--- src/rtl/frac_accum_reduce_ctrl.sv ---
// Accumulates numerators over 2^FRAC_BITS, splits into integer part and remainder,
// then reduces the remainder to lowest terms. Optional macro FRAC_SAT_EN saturates on overflow.
module frac_accum_reduce_ctrl #(
    parameter int FRAC_BITS = 4,
    parameter int IN_W      = 5,
    parameter int ACC_W     = 8
) (
    input  logic                     clk,
    input  logic                     rst_n,
    input  logic                     in_valid,
    output logic                     in_ready,
    input  logic [IN_W-1:0]          in_num,
    input  logic                     in_last,
    output logic                     out_valid,
    input  logic                     out_ready,
    output logic [ACC_W-FRAC_BITS-1:0] out_int,
    output logic [FRAC_BITS:0]       out_num,
    output logic [FRAC_BITS:0]       out_den,
    output logic                     out_ovf,
    output logic                     busy
);
    localparam int INT_W = ACC_W - FRAC_BITS;
    localparam int NUM_W = FRAC_BITS + 1;

    typedef enum logic [1:0] {
        ST_ACC    = 2'd0,
        ST_REDUCE = 2'd1,
        ST_OUT    = 2'd2
    } state_t;

    state_t             state_r;
    logic [ACC_W-1:0]   acc_r;
    logic               ovf_r;
    logic [INT_W-1:0]   int_r;
    logic [NUM_W-1:0]   num_r;
    logic [NUM_W-1:0]   den_r;
    logic               in_ready_r;
    logic               out_valid_r;
    logic               busy_r;
    logic [INT_W-1:0]   out_int_r;
    logic [NUM_W-1:0]   out_num_r;
    logic [NUM_W-1:0]   out_den_r;
    logic               out_ovf_r;

    logic [ACC_W:0]     sum_s;
    logic [ACC_W-1:0]   acc_next_s;
    logic               take_s;

    // Widened sum; carry bit flags overflow of the accumulator.
    always_comb begin
        sum_s  = {1'b0, acc_r} + {{(ACC_W+1-IN_W){1'b0}}, in_num};
        take_s = in_valid & in_ready_r & (state_r == ST_ACC);
`ifdef FRAC_SAT_EN
        if (sum_s[ACC_W]) begin
            acc_next_s = {ACC_W{1'b1}};
        end else begin
            acc_next_s = sum_s[ACC_W-1:0];
        end
`else
        acc_next_s = sum_s[ACC_W-1:0];
`endif
    end

    // Controller FSM with all outputs registered.
    always_ff @(posedge clk or negedge rst_n) begin
        if (!rst_n) begin
            state_r     <= ST_ACC;
            acc_r       <= {ACC_W{1'b0}};
            ovf_r       <= 1'b0;
            int_r       <= {INT_W{1'b0}};
            num_r       <= {NUM_W{1'b0}};
            den_r       <= {NUM_W{1'b0}};
            in_ready_r  <= 1'b0;
            out_valid_r <= 1'b0;
            busy_r      <= 1'b0;
            out_int_r   <= {INT_W{1'b0}};
            out_num_r   <= {NUM_W{1'b0}};
            out_den_r   <= {NUM_W{1'b0}};
            out_ovf_r   <= 1'b0;
        end else begin
            case (state_r)
                ST_ACC: begin
                    in_ready_r <= 1'b1;
                    if (take_s) begin
                        ovf_r <= ovf_r | sum_s[ACC_W];
                        if (in_last) begin
                            int_r      <= acc_next_s[ACC_W-1:FRAC_BITS];
                            num_r      <= {1'b0, acc_next_s[FRAC_BITS-1:0]};
                            den_r      <= {1'b1, {FRAC_BITS{1'b0}}};
                            in_ready_r <= 1'b0;
                            busy_r     <= 1'b1;
                            state_r    <= ST_REDUCE;
                        end else begin
                            acc_r <= acc_next_s;
                        end
                    end
                end
                ST_REDUCE: begin
                    if (num_r == {NUM_W{1'b0}}) begin
                        out_int_r   <= int_r;
                        out_num_r   <= {NUM_W{1'b0}};
                        out_den_r   <= {{FRAC_BITS{1'b0}}, 1'b1};
                        out_ovf_r   <= ovf_r;
                        out_valid_r <= 1'b1;
                        state_r     <= ST_OUT;
                    end else if (!num_r[0]) begin
                        num_r <= num_r >> 1;
                        den_r <= den_r >> 1;
                    end else begin
                        out_int_r   <= int_r;
                        out_num_r   <= num_r;
                        out_den_r   <= den_r;
                        out_ovf_r   <= ovf_r;
                        out_valid_r <= 1'b1;
                        state_r     <= ST_OUT;
                    end
                end
                ST_OUT: begin
                    if (out_ready) begin
                        acc_r       <= {ACC_W{1'b0}};
                        ovf_r       <= 1'b0;
                        out_valid_r <= 1'b0;
                        busy_r      <= 1'b0;
                        in_ready_r  <= 1'b1;
                        state_r     <= ST_ACC;
                    end
                end
                default: begin
                    state_r     <= ST_ACC;
                    in_ready_r  <= 1'b0;
                    out_valid_r <= 1'b0;
                    busy_r      <= 1'b0;
                end
            endcase
        end
    end

    assign in_ready  = in_ready_r;
    assign out_valid = out_valid_r;
    assign busy      = busy_r;
    assign out_int   = out_int_r;
    assign out_num   = out_num_r;
    assign out_den   = out_den_r;
    assign out_ovf   = out_ovf_r;

endmodule

--- config.mk ---
export PLATFORM = sky130hd
export DESIGN_NAME = frac_accum_reduce_ctrl
export DESIGN_NICKNAME = d
export VERILOG_FILES = /design/src/rtl/frac_accum_reduce_ctrl.sv
export SDC_FILE = /design/constraint.sdc
export NUM_CORES = 1
export LEC_CHECK = 0
export CAP_MARGIN = 0
export CORE_MARGIN = 1
export CORE_UTILIZATION = 50
export CTS_CLUSTER_DIAMETER = 40
export DETAILED_ROUTE_END_ITERATION = 16
export PLACE_DENSITY = 0.8
export SYNTH_ARGS = -nofsm -noshare
export SYNTH_HDL_FRONTEND = slang
export SYNTH_SLANG_ARGS = --single-unit
--- constraint.sdc ---
create_clock -name clk -period 3.7 [get_ports clk]
set_input_delay 0.74 -clock clk [delete_from_list [all_inputs] [get_ports clk]]
set_output_delay 0.74 -clock clk [all_outputs]
set_load 0.01 [all_outputs]
==> reports/qor.csv, run 1 <==
metric;value;unit
status;finished, final reports clean;
io_buffers;27;
synth-seq-cells;42;
gr-usage-all-layers;22.3;%
diodes;0;
vias;1525;
drc;0;
crit_type;primary input to flip-flop;
reg2regPathDepth;6;
cts_resized;0;
clockBufferDepth;2;
worstHoldStart;out_num[4]$_DFFE_PN0P_;
synthDistinctLibCells;42;
ioPinCount;28;
fmax;408;MHz
first_iter_violations;141;
hold_path_class;flip-flop to flip-flop;
die_w;65.6;um
syn_inst;190;
maxCapViolCount;0;
syn_to_final_growth;19.4;%
worst_setup_path_end_kind;flip-flop;
die_h;65.6;um
r2r-end;int_r[0]$_DFFE_PN0P_;
cp-start-kind;primary input;
cts-root-buf;clkbuf_8;
drt-vias-per-instance;5.78;
ant_nets;0;
grt_pass1_wl;7090;um
finalNetCount;231;
maxSlewHeadroom;38.9;%
crit_arrival;2.65;ns
crit_fanout;3;
seq_area_frac_synth;52.0;%
setup_viol;0;
die-area;4300;sq um
cts_buffers;5;
layout_commonest_cell;dfrtp_1;
finalHoldViolations;0;
htreeDepth;2;
netlist_area;2020;sq um
dp_hpwl;2840;um
total_power;1860;uW
dr.pass1.iters;4;
power_leakage;0.00111;uW
p_per_area;770;nW/um^2
grt_pass1_vias;1494;
hold_ws;0.493;ns
grt_overflow_total;0;
cp.required;3.89;ns
clkTransAtPathRegs;0.08;ns
worst_clock_skew;0.00934;ns
holdPathEnd;out_num[4]$_DFFE_PN0P_;
rrSetupSlack;1.72;ns
async_flop_share;100;%
core-area;3770;sq um
rows;22;
r2r-start;acc_r[0]$_DFFE_PN0P_;
tightest_slew;0.916;ns
fin_tns_setup;0;ns
tritoncts;yes;
drive_gt1_share;8.80;%
finalMaxSlewViolations;0;
antenna_found_initial;0;
synth_enable_flop_cells;0;
start_util;53.6;%
layout_common_cells;dfrtp_1, clkdlybuf4s50_1, nand2_1, o21ai_0, a22o_1;
routed_wl;4010;um
min_path_cells;1;
period_share;66.3;%
yosys_most_used_dff;dfrtp_1;
avgSynthCellArea;10.6;sq um
drt-wirelength-per-cell;15.2;um
cts_hold_buf;0;
vdd_drop_max;0.000397;V
ys_warn_count;0;
final_core_util;64.0;%
min_period;2.45;ns
insertion_delay;0.30;ns
gp_congestion;0.836;
cts.sink_count;42;
grt_max_degree;43;
syn_nets;206;
rsz0062_at_grt;false;
postCtsSetupRepairBufs;0;
## stage by stage
| step | cell area, sq um | instances | worst slack (ns) |
|---|---|---|---|
| 6_report | 2410 | 264 | 1.25 |
| 5_1_grt | 2410 | 264 | 1.17 |
| 4_1_cts | 2410 | 264 | 1.25 |
| 3_5_place_dp | 2300 | 256 | 0.938 |
| 3_3_place_gp | 2300 | 256 | 0.986 |
| 2_1_floorplan | 2020 | 190 | 1.45 |
## routing by layer
| layer | GRT usage, % | routed length [um] | up-vias |
|---|---|---|---|
| met5 | 0 | 0 | - |
| met4 | 8.15 | 63 | 0 |
| met3 | 4.17 | 168 | 7 |
| met2 | 33.5 | 1780 | 41 |
| met1 | 31.8 | 2000 | 732 |
| li1 | - | - | 745 |
## synthesized netlist by cell type (3+ instances only)
cell	n	area [sq um]
a21o_1	4	30.0
a21oi_1	6	30.0
a22o_1	12	105
and3_1	4	25.0
buf_2	4	20.0
clkbuf_1	4	15.0
dfrtp_1	42	1050
ha_1	5	62.6
inv_1	7	26.3
mux2_2	9	101
nand2_1	23	86.3
nand3_1	4	20.0
nand4_1	4	25.0
nor2_1	10	37.5
nor2b_1	4	25.0
o21ai_0	14	70.1
or4_1	3	22.5
xnor2_1	3	26.3
## logic make-up (layout without fill, tap and decap cells)
| family | count (synthesis) | count (layout) | share of synthesized area, % |
|---|---|---|---|
| AO/OA/AOI/OAI | 51 | 51 | 17.9 |
| XOR/XNOR | 4 | 4 | 1.73 |
| adder cells (fa/ha/maj) | 6 | 6 | 4.08 |
| buffers and inverters | 16 | 42 | 3.40 |
| flip-flops | 42 | 42 | 52.0 |
| multiplexers | 9 | 9 | 5.01 |
| AND/OR/NAND/NOR | 62 | 62 | 15.9 |
## area by class of cell
cell class	count	area [sq um]
Fill cell	318	1360
Clock buffer	6	72.6
Sequential cell	42	1050
Tap cell	48	60.1
Clock inverter	2	37.5
Multi-Input combinational cell	132	902
Inverter	7	26.3
Timing Repair Buffer	27	265
## worst max-delay path, stage by stage
cell             delay, ns
clkdlybuf4s50_1       0.40
ha_1                  0.24
fa_1                  0.42
a21o_1                0.21
a21o_1                0.20
xor2_1                0.16
mux2_2                0.27
## state kept, by name, indices dropped and copies added (netlist names)
signal and cells:
acc_r 8, out_valid 1, num_r 4, out_num 5, busy 1, in_ready 1
state_r 2, out_ovf 1, out_int 4, int_r 4, den_r 5, ovf_r 1
out_den 5
## power by group
part	leakage, uW	internal (uW)	switching (uW)
clock network	0.0000514	201	156
logic	0.000524	364	383
registers	0.000536	616	138
total	0.00111	1180	677
## worst max path at each step
stage	startpoint	endpoint	slack (ns)	cells past startpoint
floorplan	in_num[0]	int_r[0]$_DFFE_PN0P_	1.45	6
global placement	in_num[0]	int_r[0]$_DFFE_PN0P_	0.99	7
detailed placement	in_num[0]	int_r[0]$_DFFE_PN0P_	0.94	7
CTS	in_num[0]	int_r[0]$_DFFE_PN0P_	1.25	7
global route	in_num[0]	int_r[2]$_DFFE_PN0P_	1.17	7
finish	in_num[0]	int_r[0]$_DFFE_PN0P_	1.25	7
Power figures use the tool's default switching activity.
==> inputs of run 2 (changes only) <==
clock period = 2.28 ns   (was 3.7 ns; I/O delays follow)
==> run 2 against run 1 <==
  * Register-to-register slack lost 1.4 ns
  * Die area unchanged
  * Combinational power rose by 74%
  * Total power grew 60%
  * Clock power is 28% higher
  * Cell count is 3.4% higher
  * First-iteration DRC count is 39% lower
==> reports/qor.csv, run 2 (same netlist as run 1, synthesis figures left out) <==
metric;value;unit
status;finished, final reports clean;
cts_hold_buf;0;
grt_pass1_wl;7250;um
drc;0;
gr-usage-all-layers;22.7;%
r2r-start;acc_r[0]$_DFFE_PN0P_;
final_core_util;65.2;%
placed_cells;266;
crit_fanout;3;
core-area;3770;sq um
reg2regPathDepth;6;
start_util;53.6;%
grt_overflow_total;0;
grt_pass1_vias;1506;
crit_arrival;2.35;ns
critPathMaxStageDelay;0.40;ns
gp_congestion;0.812;
die_w;65.6;um
antenna_found_initial;0;
crit_slowest_cell;clkdlybuf4s50_1;
endpoint;acc_r[6]$_DFFE_PN0P_;
first_iter_violations;86;
layout_commonest_cell;dfrtp_1;
finalNetCount;241;
htreeDepth;2;
rsz0062_at_grt;false;
fin_tns_setup;0;ns
fmax;474;MHz
cp.required;2.52;ns
hold_path_class;primary input to async pin;
crit_type;primary input to flip-flop;
clockBufferDepth;2;
maxCapViolCount;0;
rows;22;
clkTransAtPathRegs;0.08;ns
setup.worst_path.start;in_num[0];
cts.sink_count;42;
drt-vias-per-instance;5.90;
insertion_delay;0.30;ns
dr.pass1.iters;4;
cp_num_cells;7;
worst_setup_path_end_kind;flip-flop;
nFillCells;325;
cts_resized;0;
tightest_slew;0.588;ns
path_buf_inv;1;
ant_nets;0;
period_share;92.6;%
layout_common_cells;dfrtp_1, clkdlybuf4s50_1, nand2_1, o21ai_0, a22o_1;
cpLargestDelayFamily;compound AO/OA/AOI/OAI gates;
ioPinCount;28;
die-area;4300;sq um
cts_buffers;5;
syn_to_final_growth;21.6;%
cp-start-kind;primary input;
routed_wl;4210;um
grt_max_degree;29;
maxSlewHeadroom;60.8;%
tritoncts;yes;
die_h;65.6;um
fin_cells;273;
top_register;acc_r;
worst_clock_skew;0.00577;ns
io_buffers;27;
min_period;2.11;ns
diodes;0;
r2r-end;acc_r[6]$_DFFE_PN0P_;
drive_gt1_share;12.9;%
hold_ws;0.154;ns
drt-wirelength-per-cell;15.4;um
rrSetupSlack;0.36;ns
finalMaxSlewViolations;0;
setup_viol;0;
vdd_drop_max;0.000705;V
dp_hpwl;3050;um
postCtsSetupRepairBufs;0;
finalHoldViolations;0;
p_per_area;1210;nW/um^2
power_leakage;0.00115;uW
crit_chain;clkdlybuf4s50_1, ha_1, fa_1, a21o_1, a221o_1, o21bai_1, a22o_1;
cts-root-buf;clkbuf_8;
largest_register_ffs;8;
vias;1612;
-- run 2: area by class of cell --
cell class                 instances  area (sq um)  area share (%)
clock inverter                     2          10.0           0.407
multi-input combinational        132           902            36.7
timing repair buffer              37           340            13.8
inverter                           7          26.3            1.07
sequential                        42          1050            42.7
tap                               48          60.1            2.44
clock buffer                       5          68.8            2.80
-- run 2: worst min-delay path by stage --
stage,start,to,cells after the start
5_1_grt,rst_n,out_int[0]$_DFFE_PN0P_,1
3_3_place_gp,int_r[3]$_DFFE_PN0P_,int_r[3]$_DFFE_PN0P_,2
3_5_place_dp,int_r[1]$_DFFE_PN0P_,int_r[1]$_DFFE_PN0P_,2
6_report,rst_n,out_int[0]$_DFFE_PN0P_,1
4_1_cts,rst_n,int_r[3]$_DFFE_PN0P_,1
2_1_floorplan,rst_n,acc_r[0]$_DFFE_PN0P_,0
-- run 2: worst reg2reg max path: stages (launching register included) --
cell	delay, ns
dfrtp_1	0.39
ha_1	0.21
fa_1	0.39
a21o_1	0.21
a221o_1	0.34
o21bai_1	0.18
a22o_1	0.15
-- run 2: through the flow --
step | total power (uW) | setup WS (ns) | cell area, sq um
after global routing | 3190 | 0.0291 | 2460
final | 2970 | 0.169 | 2460
after global placement | 2480 | -0.113 | 2380
after floorplan | 2010 | 0.312 | 2020
after detailed placement | 2520 | -0.119 | 2380
after CTS | 2980 | 0.180 | 2460
-- run 2: power by group --
part,internal (uW),switching [uW],leakage [uW]
Clock,206,250,0.0000438
Combinational,652,646,0.000572
Sequential,1000,220,0.000536
Total,1860,1120,0.00115
-- run 2: metal layers --
metal  wire length, um  vias up  global-route usage (%)
li1                  -      759                       -
met4                65        0                    7.61
met5                 0        -                       0
met3               212       10                    5.90
met1              1930      796                    31.1
met2              1990       47                    34.9
